===== config.mk =====
export PLATFORM = sky130hd
export DESIGN_NAME = uart_rx_deser
export DESIGN_NICKNAME = d
export VERILOG_FILES = /design/src/rtl/uart_rx_deser.sv
export SDC_FILE = /design/constraint.sdc
export NUM_CORES = 1
export LEC_CHECK = 0
export CELL_PAD_IN_SITES_DETAIL_PLACEMENT = 1
export CELL_PAD_IN_SITES_GLOBAL_PLACEMENT = 1
export CORE_MARGIN = 2
export CORE_UTILIZATION = 49
export DETAILED_ROUTE_END_ITERATION = 10
export PLACE_DENSITY_LB_ADDON = 0.1
export SYNTH_ARGS = -nofsm -noshare
export SYNTH_HDL_FRONTEND = slang
export SYNTH_SLANG_ARGS = --single-unit
export TNS_END_PERCENT = 5

===== constraint.sdc =====
create_clock -name clk -period 6.1 [get_ports clk]
set_input_delay 0.915 -clock clk [delete_from_list [all_inputs] [get_ports clk]]
set_output_delay 0.915 -clock clk [all_outputs]
set_load 0.05 [all_outputs]

===== src/rtl/uart_rx_deser.sv =====
// UART receiver: 2-flop synchronizer, mid-bit sampling FSM and a one-word holding register.
// Optional even-parity bit after the data bits when UART_RX_PARITY_EN is defined.
module uart_rx_deser #(
  parameter int DATA_WIDTH = 8,
  parameter int BAUD_RATE  = 115200,
  parameter int CLK_FREQ   = 100_000_000
) (
  input  logic                  clk,
  input  logic                  rstn,
  input  logic                  sig_rx,
  output logic [DATA_WIDTH-1:0] data_rx,
  output logic                  valid_rx,
  input  logic                  ready_rx,
  output logic                  frame_err,
  output logic                  overrun,
  output logic                  parity_err,
  output logic [2:0]            dbg_state_o
);

  localparam int PULSE_WIDTH      = CLK_FREQ / BAUD_RATE;
  localparam int HALF_PULSE_WIDTH = PULSE_WIDTH / 2;
  localparam int CW               = $clog2(PULSE_WIDTH) + 1;
  localparam int IW               = (DATA_WIDTH > 1) ? $clog2(DATA_WIDTH) : 1;

  localparam logic [CW-1:0] FULL_LOAD = CW'(PULSE_WIDTH - 1);
  localparam logic [CW-1:0] HALF_LOAD = CW'(HALF_PULSE_WIDTH - 1);
  localparam logic [IW-1:0] LAST_IDX  = IW'(DATA_WIDTH - 1);

  typedef enum logic [2:0] {
    ST_IDLE   = 3'd0,
    ST_START  = 3'd1,
    ST_DATA   = 3'd2,
`ifdef UART_RX_PARITY_EN
    ST_PARITY = 3'd3,
`endif
    ST_STOP   = 3'd4,
    ST_BREAK  = 3'd5
  } state_t;

  state_t                state_q, state_d;
  logic [1:0]            sync_q;
  logic                  rx_s;
  logic [CW-1:0]         cnt_q, cnt_d;
  logic [IW-1:0]         idx_q, idx_d;
  logic [DATA_WIDTH-1:0] shift_q, shift_d;
  logic [DATA_WIDTH-1:0] data_q, data_d;
  logic                  valid_q, valid_d;
  logic                  frame_err_q, overrun_q, overrun_d;
  logic                  frame_good, frame_bad, parity_bad_evt;
  logic                  cnt_zero;

  assign rx_s     = sync_q[1];
  assign cnt_zero = (cnt_q == '0);

  always_ff @(posedge clk or negedge rstn) begin
    if (!rstn) begin
      sync_q  <= 2'b11;
      state_q <= ST_IDLE;
      cnt_q   <= '0;
      idx_q   <= '0;
      shift_q <= '0;
    end else begin
      sync_q  <= {sync_q[0], sig_rx};
      state_q <= state_d;
      cnt_q   <= cnt_d;
      idx_q   <= idx_d;
      shift_q <= shift_d;
    end
  end

`ifdef UART_RX_PARITY_EN
  logic parity_bad_q, parity_bad_d;
  logic parity_err_q;

  always_ff @(posedge clk or negedge rstn) begin
    if (!rstn) begin
      parity_bad_q <= 1'b0;
      parity_err_q <= 1'b0;
    end else begin
      parity_bad_q <= parity_bad_d;
      parity_err_q <= parity_bad_evt;
    end
  end
  assign parity_err = parity_err_q;
`else
  assign parity_err = 1'b0;
`endif

  always_comb begin
    state_d        = state_q;
    cnt_d          = cnt_q;
    idx_d          = idx_q;
    shift_d        = shift_q;
    frame_good     = 1'b0;
    frame_bad      = 1'b0;
    parity_bad_evt = 1'b0;
`ifdef UART_RX_PARITY_EN
    parity_bad_d   = parity_bad_q;
`endif
    case (state_q)
      ST_IDLE: begin
        if (!rx_s) begin
          cnt_d   = HALF_LOAD;
          state_d = ST_START;
        end
      end
      ST_START: begin
        if (!cnt_zero) begin
          cnt_d = cnt_q - CW'(1);
        end else if (rx_s) begin
          state_d = ST_IDLE;
        end else begin
          cnt_d   = FULL_LOAD;
          idx_d   = '0;
          state_d = ST_DATA;
        end
      end
      ST_DATA: begin
        if (!cnt_zero) begin
          cnt_d = cnt_q - CW'(1);
        end else begin
          shift_d[idx_q] = rx_s;
          cnt_d          = FULL_LOAD;
          if (idx_q == LAST_IDX) begin
`ifdef UART_RX_PARITY_EN
            state_d = ST_PARITY;
`else
            state_d = ST_STOP;
`endif
          end else begin
            idx_d = idx_q + IW'(1);
          end
        end
      end
`ifdef UART_RX_PARITY_EN
      ST_PARITY: begin
        if (!cnt_zero) begin
          cnt_d = cnt_q - CW'(1);
        end else begin
          // Even parity: data ones plus parity bit must be even.
          parity_bad_d = (^shift_q) ^ rx_s;
          cnt_d        = FULL_LOAD;
          state_d      = ST_STOP;
        end
      end
`endif
      ST_STOP: begin
        if (!cnt_zero) begin
          cnt_d = cnt_q - CW'(1);
        end else if (!rx_s) begin
          frame_bad = 1'b1;
          state_d   = ST_BREAK;
`ifdef UART_RX_PARITY_EN
        end else if (parity_bad_q) begin
          parity_bad_evt = 1'b1;
          state_d        = ST_IDLE;
`endif
        end else begin
          frame_good = 1'b1;
          state_d    = ST_IDLE;
        end
      end
      ST_BREAK: begin
        if (rx_s) state_d = ST_IDLE;
      end
      default: state_d = ST_IDLE;
    endcase
  end

  // Handshake: a word transfers on any rising edge with valid_rx && ready_rx;
  // valid_rx then drops unless a new good frame lands on the same edge, and
  // data_rx is held while valid_rx is high without a transfer.
  always_comb begin
    data_d    = data_q;
    valid_d   = valid_q;
    overrun_d = 1'b0;
    if (frame_good) begin
      if (valid_q && !ready_rx) begin
        overrun_d = 1'b1;
      end else begin
        data_d  = shift_q;
        valid_d = 1'b1;
      end
    end else if (valid_q && ready_rx) begin
      valid_d = 1'b0;
    end
  end

  always_ff @(posedge clk or negedge rstn) begin
    if (!rstn) begin
      data_q      <= '0;
      valid_q     <= 1'b0;
      frame_err_q <= 1'b0;
      overrun_q   <= 1'b0;
    end else begin
      data_q      <= data_d;
      valid_q     <= valid_d;
      frame_err_q <= frame_bad;
      overrun_q   <= overrun_d;
    end
  end

  assign data_rx     = data_q;
  assign valid_rx    = valid_q;
  assign frame_err   = frame_err_q;
  assign overrun     = overrun_q;
  assign dbg_state_o = state_q;

endmodule


Yosys cells after proc, flatten, opt, wreduce, memory -nomap -nowiden
Cells that the tools add are included.
{ "word_totals": {"latch_bits": 0, "output_inout_bits": 15, "ff_bits": 38, "input_bits": 4, "n_memories": 0, "ramBits": 0, "wordCells": 79, "romBits": 0} }
{ "op_classes": {"mul": 0, "div_mod_pow": 0, "n_reduce_logical": 15, "shift": 0, "eq_ne": 16, "n_mux": 34, "add_sub_neg": 2, "n_lt_le_gt_ge": 2, "bitwise": 1} }
{ "op_table": {"columns": ["op", "count"], "rows": [
  ["2-to-1 mux 11 bit", 5],
  ["case mux 11 bit (4 select lines)", 1],
  ["2-to-1 mux 3 bit", 11],
  ["inequality test 2 bit, second input constant", 10],
  ["case mux 3 bit (5 select lines)", 1],
  ["2-to-1 mux 1 bit", 12],
  ["zero test 11 bit", 1],
  ["subtractor 11 x 1 -> 11 bit, second input constant", 1],
  ["equality test 3 bit, second input constant", 3],
  ["bitwise mux 8 bit", 1],
  ["case mux 3 bit (2 select lines)", 1],
  ["AND reduction 2 bit", 3],
  ["AND reduction 6 bit", 1],
  ["AND reduction 5 bit", 1],
  ["less-than comparator 3 x 4 -> 1 bit, second input constant", 1],
  ["AND reduction 4 bit", 1],
  ["nonzero test 2 bit", 2],
  ["nonzero test 4 bit", 1],
  ["adder 3 x 1 -> 3 bit, second input constant", 1],
  ["demux 1 bit (select 3 bit)", 1],
  ["equality test 3 x 1 -> 1 bit, second input constant", 1],
  ["equality test 3 x 2 -> 1 bit, second input constant", 1],
  ["greater-or-equal comparator 3 x 1 -> 1 bit, second input constant", 1],
  ["logical AND 1 bit", 3],
  ["other kinds (5)", 5]
]} }

Logic depth before layout (Yosys ltp)
Gate-level depths: netlist of the first run.
{ "logic_depth": {"ltp_word": 5, "mapped_depth": 7, "ltp_nobuf": 6} }

Worst setup path after synthesis of the first run
No wires, ideal clock.
{ "synth_timing": {"path_type": "flip-flop to flip-flop", "from": "register state_q[1] (netlist: dbg_state_o[1])", "to": "register data_q[0] (netlist: data_rx[0])", "required_time_ns": 5.975, "arrival_ns": 2.132, "path_buffers": 1, "setup_time_ns": 0.125, "path_stages_with_launch": 5, "synth_period_minus_slack_ns": 2.257, "slack_ns": 3.843, "cell_sequence": "dfrtp_1 > buf_2 > or3b_2 > nor3_2 > mux2_2"} }
{ "synth_between": {"elab_chain_cells": 3} }
{ "synth_lines": {"columns": ["item", "line", "rtl"], "rows": [
  ["start: declaration", "40", "state_t state_q, state_d;"],
  ["start signal: assignment", "64", "state_q <= state_d;"],
  ["equality test 3 bit", "100", "case (state_q)"],
  ["2-to-1 mux 1 bit", "100", null],
  ["AND reduction 2 bit (no line)", null, null],
  ["end signal: assignment", "196", "data_q <= data_d;"],
  ["end: declaration", "46", "logic [DATA_WIDTH-1:0] data_q, data_d;"]
]} }
Every way passes these cells.
A chain may end at the register's enable or synchronous reset.

Final worst setup path of the first run
{ "layout_timing": {"from": "register state_q[2] (netlist: dbg_state_o[2])", "to": "output port dbg_state_o[2]"} }
{ "layout_lines": {"columns": ["item", "line", "rtl"], "rows": [
  ["end: declaration", "17", "output logic [2:0] dbg_state_o"]
]} }
No word-level cell between the ends.

==> flow_metrics.tcl, run 1 <==
set metrics [dict create \
    hold_path_class "reg2reg" \
    clk_pin_slew_worst_paths_ns 0.07 \
    avgSynthCellArea_um2 11.3 \
    fp.coreArea_mm2 0.00403 \
    max_cap_violations 0 \
    final_nets 207 \
    finalHoldViolCount 0 \
    r2r_end "cnt_q[1]" \
    port_buffers 17 \
    vias 1587 \
    wire_per_inst_um 19.7 \
    synth_nets 192 \
    drt_wl_total_um 4920 \
    slowest_delay_ns 0.88 \
    dpl.hpwl_um 3330 \
    setup_violations 0 \
    grt_pass1_wl_um 8610 \
    powerDensity_mw_per_mm2 201 \
    clock_latency_ns 0.29 \
    cp.arrival_ns 1.76 \
    netlist_top_cells_area "dfrtp_1 43%, mux2_2 8.7%, dfstp_2 2.5%" \
    relSlewSlack_pct 22.1 \
    grt.overflow.total 0 \
    netlist_instances 184 \
    synth_edf_count 0 \
    slowest_stage "clkdlybuf4s50_1" \
    synthTopCellsByCount "36 x dfrtp_1, 16 x mux2_2, 8 x nand2_1, 7 x o211ai_1" \
    min_from "sync_q[0]" \
    area_delta_synth_final_pct 13.6 \
    r2r_cells 6 \
    slew_viol_final 0 \
    drt_iter0_markers 76 \
    synth_seq_area_share_pct 45.9 \
    synth-main-ff-cell "dfrtp_1" \
    cts_inserted_buffers 5 \
    fp-row-count 23 \
    crit_fanout 16 \
    fin_crit_ns 2.67 \
    die_y_um 69.1 \
    rr_startpoint "cnt_q[0]" \
    multiInputGateArea_mm2 0.00104 \
    initial_core_util_pct 51.6 \
    holdWs_ns 0.358 \
    antenna_cells 0 \
    clkSinkCount 38 \
    cp-start-kind "flip-flop" \
    cts_resized 0 \
    cp-end-kind "output port" \
    ant_nets 0 \
    crit_family "buffers and inverters" \
    r2r_setup_slack_ns 3.48 \
    dpl_cell_area_mm2 0.00225 \
    path_buf_inv 1 \
    seq_area_um2 953 \
    synth_top_area_share_pct 43.4 \
    synth.cell_area_mm2 0.00208 \
    ys_types 55 \
    cts-root-buf "clkbuf_8" \
    ys_seq_elements 38 \
    total_leakage_power_uw 0.00103 \
    min_period_over_period_pct 43.8 \
    post-route-drc-count 0 \
    via_per_inst 6.35 \
    first_global_vias 1684 \
    htreeDepth 2 \
    synthArstFlopShare_pct 100 \
    min_to "sync_q[1]" \
    num-fill-cells 441 \
    fmax_ghz 0.374 \
    place.gp.congestion 0.860 \
    yosysTopAreaCell "dfrtp_1" \
    stdcell_area_mm2 0.00236 \
    yosysWarnings 0 \
    fin_skew_ns 0.00867 \
    outcome "finished clean" \
    die_w_um 69.1 \
    ctsHoldBuffers 0 \
    firstDrtPassIters 4 \
    tns_ns 0 \
    cp.required_ns 5.18 \
    cp_cell_sequence "clkdlybuf4s50_1" \
    io_pins 19 \
    grt_setup_unrepaired "false" \
    worst_pin_slew_ns 1.16 \
    vdd_ir_drop_max_uv 157 \
    fp.dieArea_mm2 0.00478 \
    track_usage_pct 22.6 \
    yosysMostFrequentCell "dfrtp_1" \
    clock_path_buffers 2 \
    cts_tree "yes" \
    grt_max_degree 39 \
    antenna_found_initial 0 \
    hold_depth 0 \
    postCtsSetupBuffers 0 \
    drive_above_1_share_pct 21.5 \
    crit_type "reg2out" \
]
## report_power, final
part / switching [uW] / internal [uW] / total (uW)
clock: 87.0 / 122 / 209
combinational: 7.40 / 2.27 / 9.67
sequential: 1.73 / 253 / 255
## worst max-delay path by stage
stage / start / to / slack [ns] / depth (start not counted)
floorplan: dbg_state_o[1] / data_rx[0] / 3.84 / 4
global placement: ready_rx / data_rx[2] / 3.55 / 5
detailed placement: ready_rx / data_rx[1] / 3.41 / 5
CTS: dbg_state_o[2] / dbg_state_o[2] / 3.41 / 1
global route: cnt_q[0] / cnt_q[1] / 3.32 / 6
finish: dbg_state_o[2] / dbg_state_o[2] / 3.43 / 1
## metal layers
metal / GRT usage, % / part of all wire, % / up-vias / wire, um
met5: 0 / 0 / - / 0
met4: 3.92 / 0.77 / 0 / 38
met3: 4.97 / 2.9 / 6 / 145
met2: 37.7 / 52 / 25 / 2530
met1: 30.9 / 45 / 827 / 2200
li1: - / - / 729 / -
## cells by family after synthesis
| kind of cell | Yosys count | share of synthesized area [%] |
|---|---|---|
| simple gates | 63 | 21.7 |
| compound gates | 41 | 14.5 |
| flops | 38 | 45.9 |
| mux | 20 | 10.9 |
| buf+inv | 16 | 3.92 |
| fa+ha+maj | 4 | 2.41 |
| other cells | 1 | 0.181 |
| xor+xnor | 1 | 0.422 |
## final cells by class
type	count	share of cell area, %
multi-input combinational	130	44.2
sequential	38	40.4
timing repair buffer	18	7.32
clock buffer	7	3.23
tap	50	2.65
clock inverter	1	1.27
inverter	6	0.954
## registers in the layout, summed over array words and instances (netlist names)
signal	flops
cnt_q	11
data_rx	8
shift_q	8
dbg_state_o	3
idx_q	3
sync_q	2
frame_err	1
overrun	1
valid_rx	1
## layout by cell type, fill, tap and decap left out, types with 3 or more instances in the layout
master / instances
dfrtp_1: 36
mux2_2: 16
clkdlybuf4s50_1: 16
nand2_1: 8
o211ai_1: 7
inv_1: 6
nor3_1: 6
nand2b_1: 6
nand4_1: 6
a21oi_1: 6
o21ai_0: 5
a211o_1: 5
nor4_1: 5
clkbuf_8: 5
nor2_1: 4
ha_1: 4
nor3b_1: 3
nor2b_1: 3
nand3_1: 3
o2111ai_1: 3
## metrics by stage
step | setup WS, ns | utilization, % | power (uW) | cells
6_report | 3.43 | 58.6 | 474 | 250
4_1_cts | 3.41 | 58.6 | 481 | 250
3_5_place_dp | 3.41 | 55.9 | 270 | 242
3_3_place_gp | 3.55 | 55.9 | 269 | 242
5_1_grt | 3.32 | 58.6 | 494 | 250
2_1_floorplan | 3.84 | - | 263 | 184
Power figures use the tool's default switching activity.
==> inputs of run 2 (changes only) <==
--- a/config.mk
+++ b/config.mk
@@ -8,7 +8,7 @@
 export CELL_PAD_IN_SITES_DETAIL_PLACEMENT = 1
 export CELL_PAD_IN_SITES_GLOBAL_PLACEMENT = 1
 export CORE_MARGIN = 2
-export CORE_UTILIZATION = 49
+export CORE_UTILIZATION = 41
 export DETAILED_ROUTE_END_ITERATION = 10
 export PLACE_DENSITY_LB_ADDON = 0.1
 export SYNTH_ARGS = -nofsm -noshare
==> constraint.sdc (replaced) <==
create_clock -name clk -period 2.23 [get_ports clk]
set_input_delay 0.3345 -clock clk [delete_from_list [all_inputs] [get_ports clk]]
set_output_delay 0.3345 -clock clk [all_outputs]
set_load 0.05 [all_outputs]
==> flow_metrics.tcl, run 2 (synthesis gave the netlist of run 1 again) <==
set metrics [dict create \
    grt_pass1_wl_um 8370 \
    fp-row-count 25 \
    fp.coreArea_mm2 0.00482 \
    grt_max_degree 39 \
    post-route-drc-count 0 \
    grt_setup_unrepaired "false" \
    ant_nets 0 \
    cp.arrival_ns 2.27 \
    r2r_end "cnt_q[3]" \
    crit_fanout 9 \
    vdd_ir_drop_max_uv 399 \
    powerDensity_mw_per_mm2 530 \
    r2r_cells 5 \
    die_w_um 75.2 \
    tns_ns 0 \
    max_cap_violations 0 \
    fin_crit_ns 2.10 \
    track_usage_pct 19.7 \
    cp_cell_sequence "nor4_4 -> buf_4 -> nand4_1 -> and4_1 -> a211o_1" \
    most-common-layout-cells "36 x dfrtp_1, 16 x mux2_2, 16 x clkdlybuf4s50_1" \
    worst_pin_slew_ns 0.843 \
    mostFrequentLayoutCell "dfrtp_1" \
    cp-end-kind "flip-flop" \
    finalHoldViolCount 0 \
    antenna_found_initial 0 \
    area_delta_synth_final_pct 20.2 \
    rr_startpoint "cnt_q[6]" \
    fin_cells 277 \
    clkSinkCount 38 \
    total_leakage_power_uw 0.00110 \
    die_y_um 75.2 \
    slew_viol_final 0 \
    firstDrtPassIters 4 \
    clk_pin_slew_worst_paths_ns 0.08 \
    initial_core_util_pct 43.1 \
    cp.required_ns 2.40 \
    min_period_over_period_pct 94.2 \
    fin_util_pct 51.8 \
    drt_wl_total_um 4880 \
    dpl.hpwl_um 3410 \
    clock_latency_ns 0.29 \
    setup_violations 0 \
    relSlewSlack_pct 43.8 \
    dp_cells 269 \
    fmax_ghz 0.476 \
    fp.dieArea_mm2 0.00565 \
    r2r_setup_slack_ns 0.13 \
    cts-root-buf "clkbuf_8" \
    num-fill-cells 539 \
    grt.overflow.total 0 \
    setup_slack_ns 0.129 \
    hold_path_class "in2async" \
    drt_iter0_markers 92 \
    io_pins 19 \
    clock_path_buffers 2 \
    cts_inserted_buffers 5 \
    place.gp.congestion 0.864 \
    slowest_stage "dfrtp_1" \
    cts_tree "yes" \
    fin_skew_ns 0.0106 \
    wire_per_inst_um 17.6 \
    drive_above_1_share_pct 28.1 \
    largest_reg_flops 11 \
    antenna_cells 0 \
    slowest_delay_ns 0.50 \
    first_global_vias 1698 \
    crit_type "reg2reg" \
    final_nets 218 \
    htreeDepth 2 \
    via_per_inst 5.70 \
    pre_cts_ws_ns 0.0219 \
    outcome "finished clean" \
    vias 1580 \
    port_buffers 17 \
    ctsHoldBuffers 0 \
    largest_register "cnt_q" \
    cp-start-kind "flip-flop" \
]
-- run 2: cell count changes in the layout (fill, tap and decap cells not counted), sizes merged --
cell,previous run,this run
buf,2,13
clkbuf,7,6
-- run 2: layout make-up --
| type | count | area (um^2) | area share [%] |
|---|---|---|---|
| clock buffers | 6 | 82.6 | 3.31 |
| flip-flops and latches | 38 | 953 | 38.2 |
| repair buffers | 29 | 259 | 10.4 |
| multi-input cells | 130 | 1060 | 42.7 |
| clock inverters | 1 | 30.0 | 1.20 |
| inverters | 6 | 22.5 | 0.902 |
| well taps | 67 | 83.8 | 3.36 |
-- run 2: how the worst max path moves through the flow --
stage,start,slack [ns],cells after the start,to
floorplan,dbg_state_o[1],0.07,4,data_rx[0]
global placement,cnt_q[0],0.13,6,shift_q[7]
detailed placement,cnt_q[0],0.02,7,cnt_q[9]
CTS,cnt_q[0],0.005,6,shift_q[7]
global route,cnt_q[7],0.02,5,cnt_q[3]
finish,cnt_q[6],0.13,5,cnt_q[3]
-- run 2: report_power, final --
| part | switching [uW] | total (uW) | leakage (uW) | internal [uW] |
|---|---|---|---|---|
| combinational | 23.6 | 31.0 | 0.000540 | 7.38 |
| sequential | 2.33 | 694 | 0.000504 | 692 |
| clock | 241 | 599 | 0.0000573 | 358 |
-- run 2: routing by layer --
metal  global-route usage, %  wire, um
met3                    4.28       154
met4                    6.43        68
met5                       0         0
met2                    31.2      2390
met1                    26.9      2270
-- run 2: timing repair --
item                       4_1_cts  5_1_grt
setup endpoints to repair        1       19
setup buffers                    0        1
gates resized for setup          1        5
-- run 2: stage by stage --
stage,hold WS [ns],total power [uW],area (um^2)
after floorplan,0.0389,719,2080
final,0.135,1320,2500
after CTS,0.174,1340,2470
after global placement,0.350,739,2360
after global routing,0.202,1380,2500
after detailed placement,0.348,740,2360
-- run 2: worst max-delay path, delay by kind of cell, from the launching register on --
family,cells,cell delay (ns)
flip-flops,1,0.50
AND/OR/NAND/NOR,3,1.05
AO/OA/AOI/OAI,1,0.23
buffers and inverters,1,0.19
==> inputs of run 3 (changes only) <==
--- a/config.mk
+++ b/config.mk
@@ -11,6 +11,7 @@
 export CORE_UTILIZATION = 41
 export DETAILED_ROUTE_END_ITERATION = 10
 export PLACE_DENSITY_LB_ADDON = 0.1
+export SLEW_MARGIN = 40
 export SYNTH_ARGS = -nofsm -noshare
 export SYNTH_HDL_FRONTEND = slang
 export SYNTH_SLANG_ARGS = --single-unit
==> constraint.sdc (replaced) <==
create_clock -name clk -period 2.23 [get_ports clk]
set_input_delay 0.3345 -clock clk [delete_from_list [all_inputs] [get_ports clk]]
set_output_delay 0.3345 -clock clk [all_outputs]
set_load 0.005 [all_outputs]
==> flow_metrics.tcl, run 3 (synthesis gave the netlist of run 1 again) <==
set metrics [dict create \
    crit_fanout 7 \
    htreeDepth 2 \
    fin_skew_ns 0.00735 \
    io_pins 19 \
    via_per_inst 5.71 \
    clock_path_buffers 2 \
    cp-startpoint "cnt_q[7]" \
    port_buffers 17 \
    place.gp.congestion 0.880 \
    dpl.hpwl_um 3620 \
    holdWs_ns 0.357 \
    worst_pin_slew_ns 0.733 \
    wl_met1_um 2190 \
    pre_cts_ws_ns 0.0560 \
    post-route-drc-count 0 \
    largest_register "cnt_q" \
    area_delta_synth_final_pct 19.7 \
    drive_above_1_share_pct 27.5 \
    cts-root-buf "clkbuf_8" \
    die_w_um 75.2 \
    cts_tree "yes" \
    top_layer "met4" \
    drt_wl_total_um 4760 \
    grt_max_degree 24 \
    r2r_end "idx_q[0]" \
    initial_core_util_pct 43.1 \
    hold_path_class "reg2reg" \
    min_period_over_period_pct 94.2 \
    p_total_uw 1230 \
    dpl_cell_area_mm2 0.00237 \
    finalHoldViolCount 0 \
    outcome "finished clean" \
    powerDensity_mw_per_mm2 495 \
    largest_reg_flops 11 \
    die_y_um 75.2 \
    antenna_cells 0 \
    firstDrtPassIters 4 \
    vias 1586 \
    postCtsSetupBuffers 0 \
    first_global_vias 1596 \
    antenna_found_initial 0 \
    cp_cell_sequence "or4_4 -> nor3_4 -> buf_4 -> nand3b_1 -> mux2_2" \
    fp-row-count 25 \
    cp-end-kind "flip-flop" \
    fin_crit_ns 2.10 \
    stdcell_area_mm2 0.00249 \
    tns_ns 0 \
    setup_violations 0 \
    drt_iter0_markers 97 \
    crit_type "reg2reg" \
    most-common-layout-cells "35 x dfrtp_1, 16 x mux2_2, 16 x clkdlybuf4s50_1" \
    wl_met3_um 167 \
    slew_viol_final 0 \
    clock_latency_ns 0.30 \
    cts_inserted_buffers 5 \
    grt_pass1_wl_um 8230 \
    clk_pin_slew_worst_paths_ns 0.08 \
    max_cap_violations 0 \
    ant_nets 0 \
    cp.arrival_ns 2.28 \
    total_leakage_power_uw 0.00108 \
    grt.overflow.total 0 \
    fmax_ghz 0.476 \
    min_from "sync_q[0]" \
    clkSinkCount 38 \
    final_nets 218 \
    r2r_setup_slack_ns 0.13 \
    relSlewSlack_pct 50.7 \
    slowest_stage "or4_4" \
    setup_slack_ns 0.130 \
    min_to "sync_q[1]" \
    track_usage_pct 19.6 \
    cp.required_ns 2.41 \
    slowest_delay_ns 0.61 \
    route.met2.wl_um 2330 \
    fp.coreArea_mm2 0.00482 \
    hold_depth 0 \
    rr_startpoint "cnt_q[7]" \
    mostFrequentLayoutCell "dfrtp_1" \
    fp.dieArea_mm2 0.00565 \
    wire_per_inst_um 17.1 \
    r2r_cells 5 \
    cp-start-kind "flip-flop" \
    vdd_ir_drop_max_uv 343 \
]
run 3: cell count changes in the layout (fill, tap and decap cells not counted), sizes merged:
cell and delta:
dlygate4sd3 +1, buf -1, bufinv -1, clkinvlp +1, clkinv +1
run 3: critical path, delay by kind of cell (launching register included):
family                 cells  cell delay, ns
buffers and inverters      1            0.16
AND/OR/NAND/NOR            3            1.02
multiplexers               1            0.33
flip-flops                 1            0.48
run 3: worst max-delay path by stage:
stage	end	slack [ns]	cells past startpoint
6_report	idx_q[0]	0.13	5
5_1_grt	idx_q[0]	-0.001	5
4_1_cts	shift_q[7]	0.03	6
3_5_place_dp	shift_q[7]	0.06	6
3_3_place_gp	shift_q[7]	0.14	6
2_1_floorplan	shift_q[6]	0.22	7
run 3: metrics by stage:
step,util (%),instances
finish,51.6,278
global route,51.6,278
CTS,51.4,278
detailed placement,49.2,269
global placement,48.6,268
floorplan,-,184
run 3: layout make-up:
cell class	instances	area, um^2
clock buffer	6	82.6
inverter	6	22.5
tap	67	83.8
clock inverter	2	12.5
timing repair buffer	29	278
sequential	38	955
fill	536	2330
multi-input combinational	130	1050
run 3: metal layers:
layer,up-vias,track usage [%]
li1,747,-
met1,801,27.5
met2,32,30.2
met4,0,5.85
met3,6,4.69
met5,-,0
run 3: repair_timing:
action / in CTS / in global routing
endpoints found under the setup margin: 0 / 17
resized for setup: 0 / 5
endpoints found under the hold margin: 14 / 0
hold buffers: 1 / 0
run 3: power by group:
group	switching, uW	internal (uW)	total (uW)
logic	18.4	12.2	30.6
registers	4.55	692	696
clock network	254	249	503
total	277	953	1230
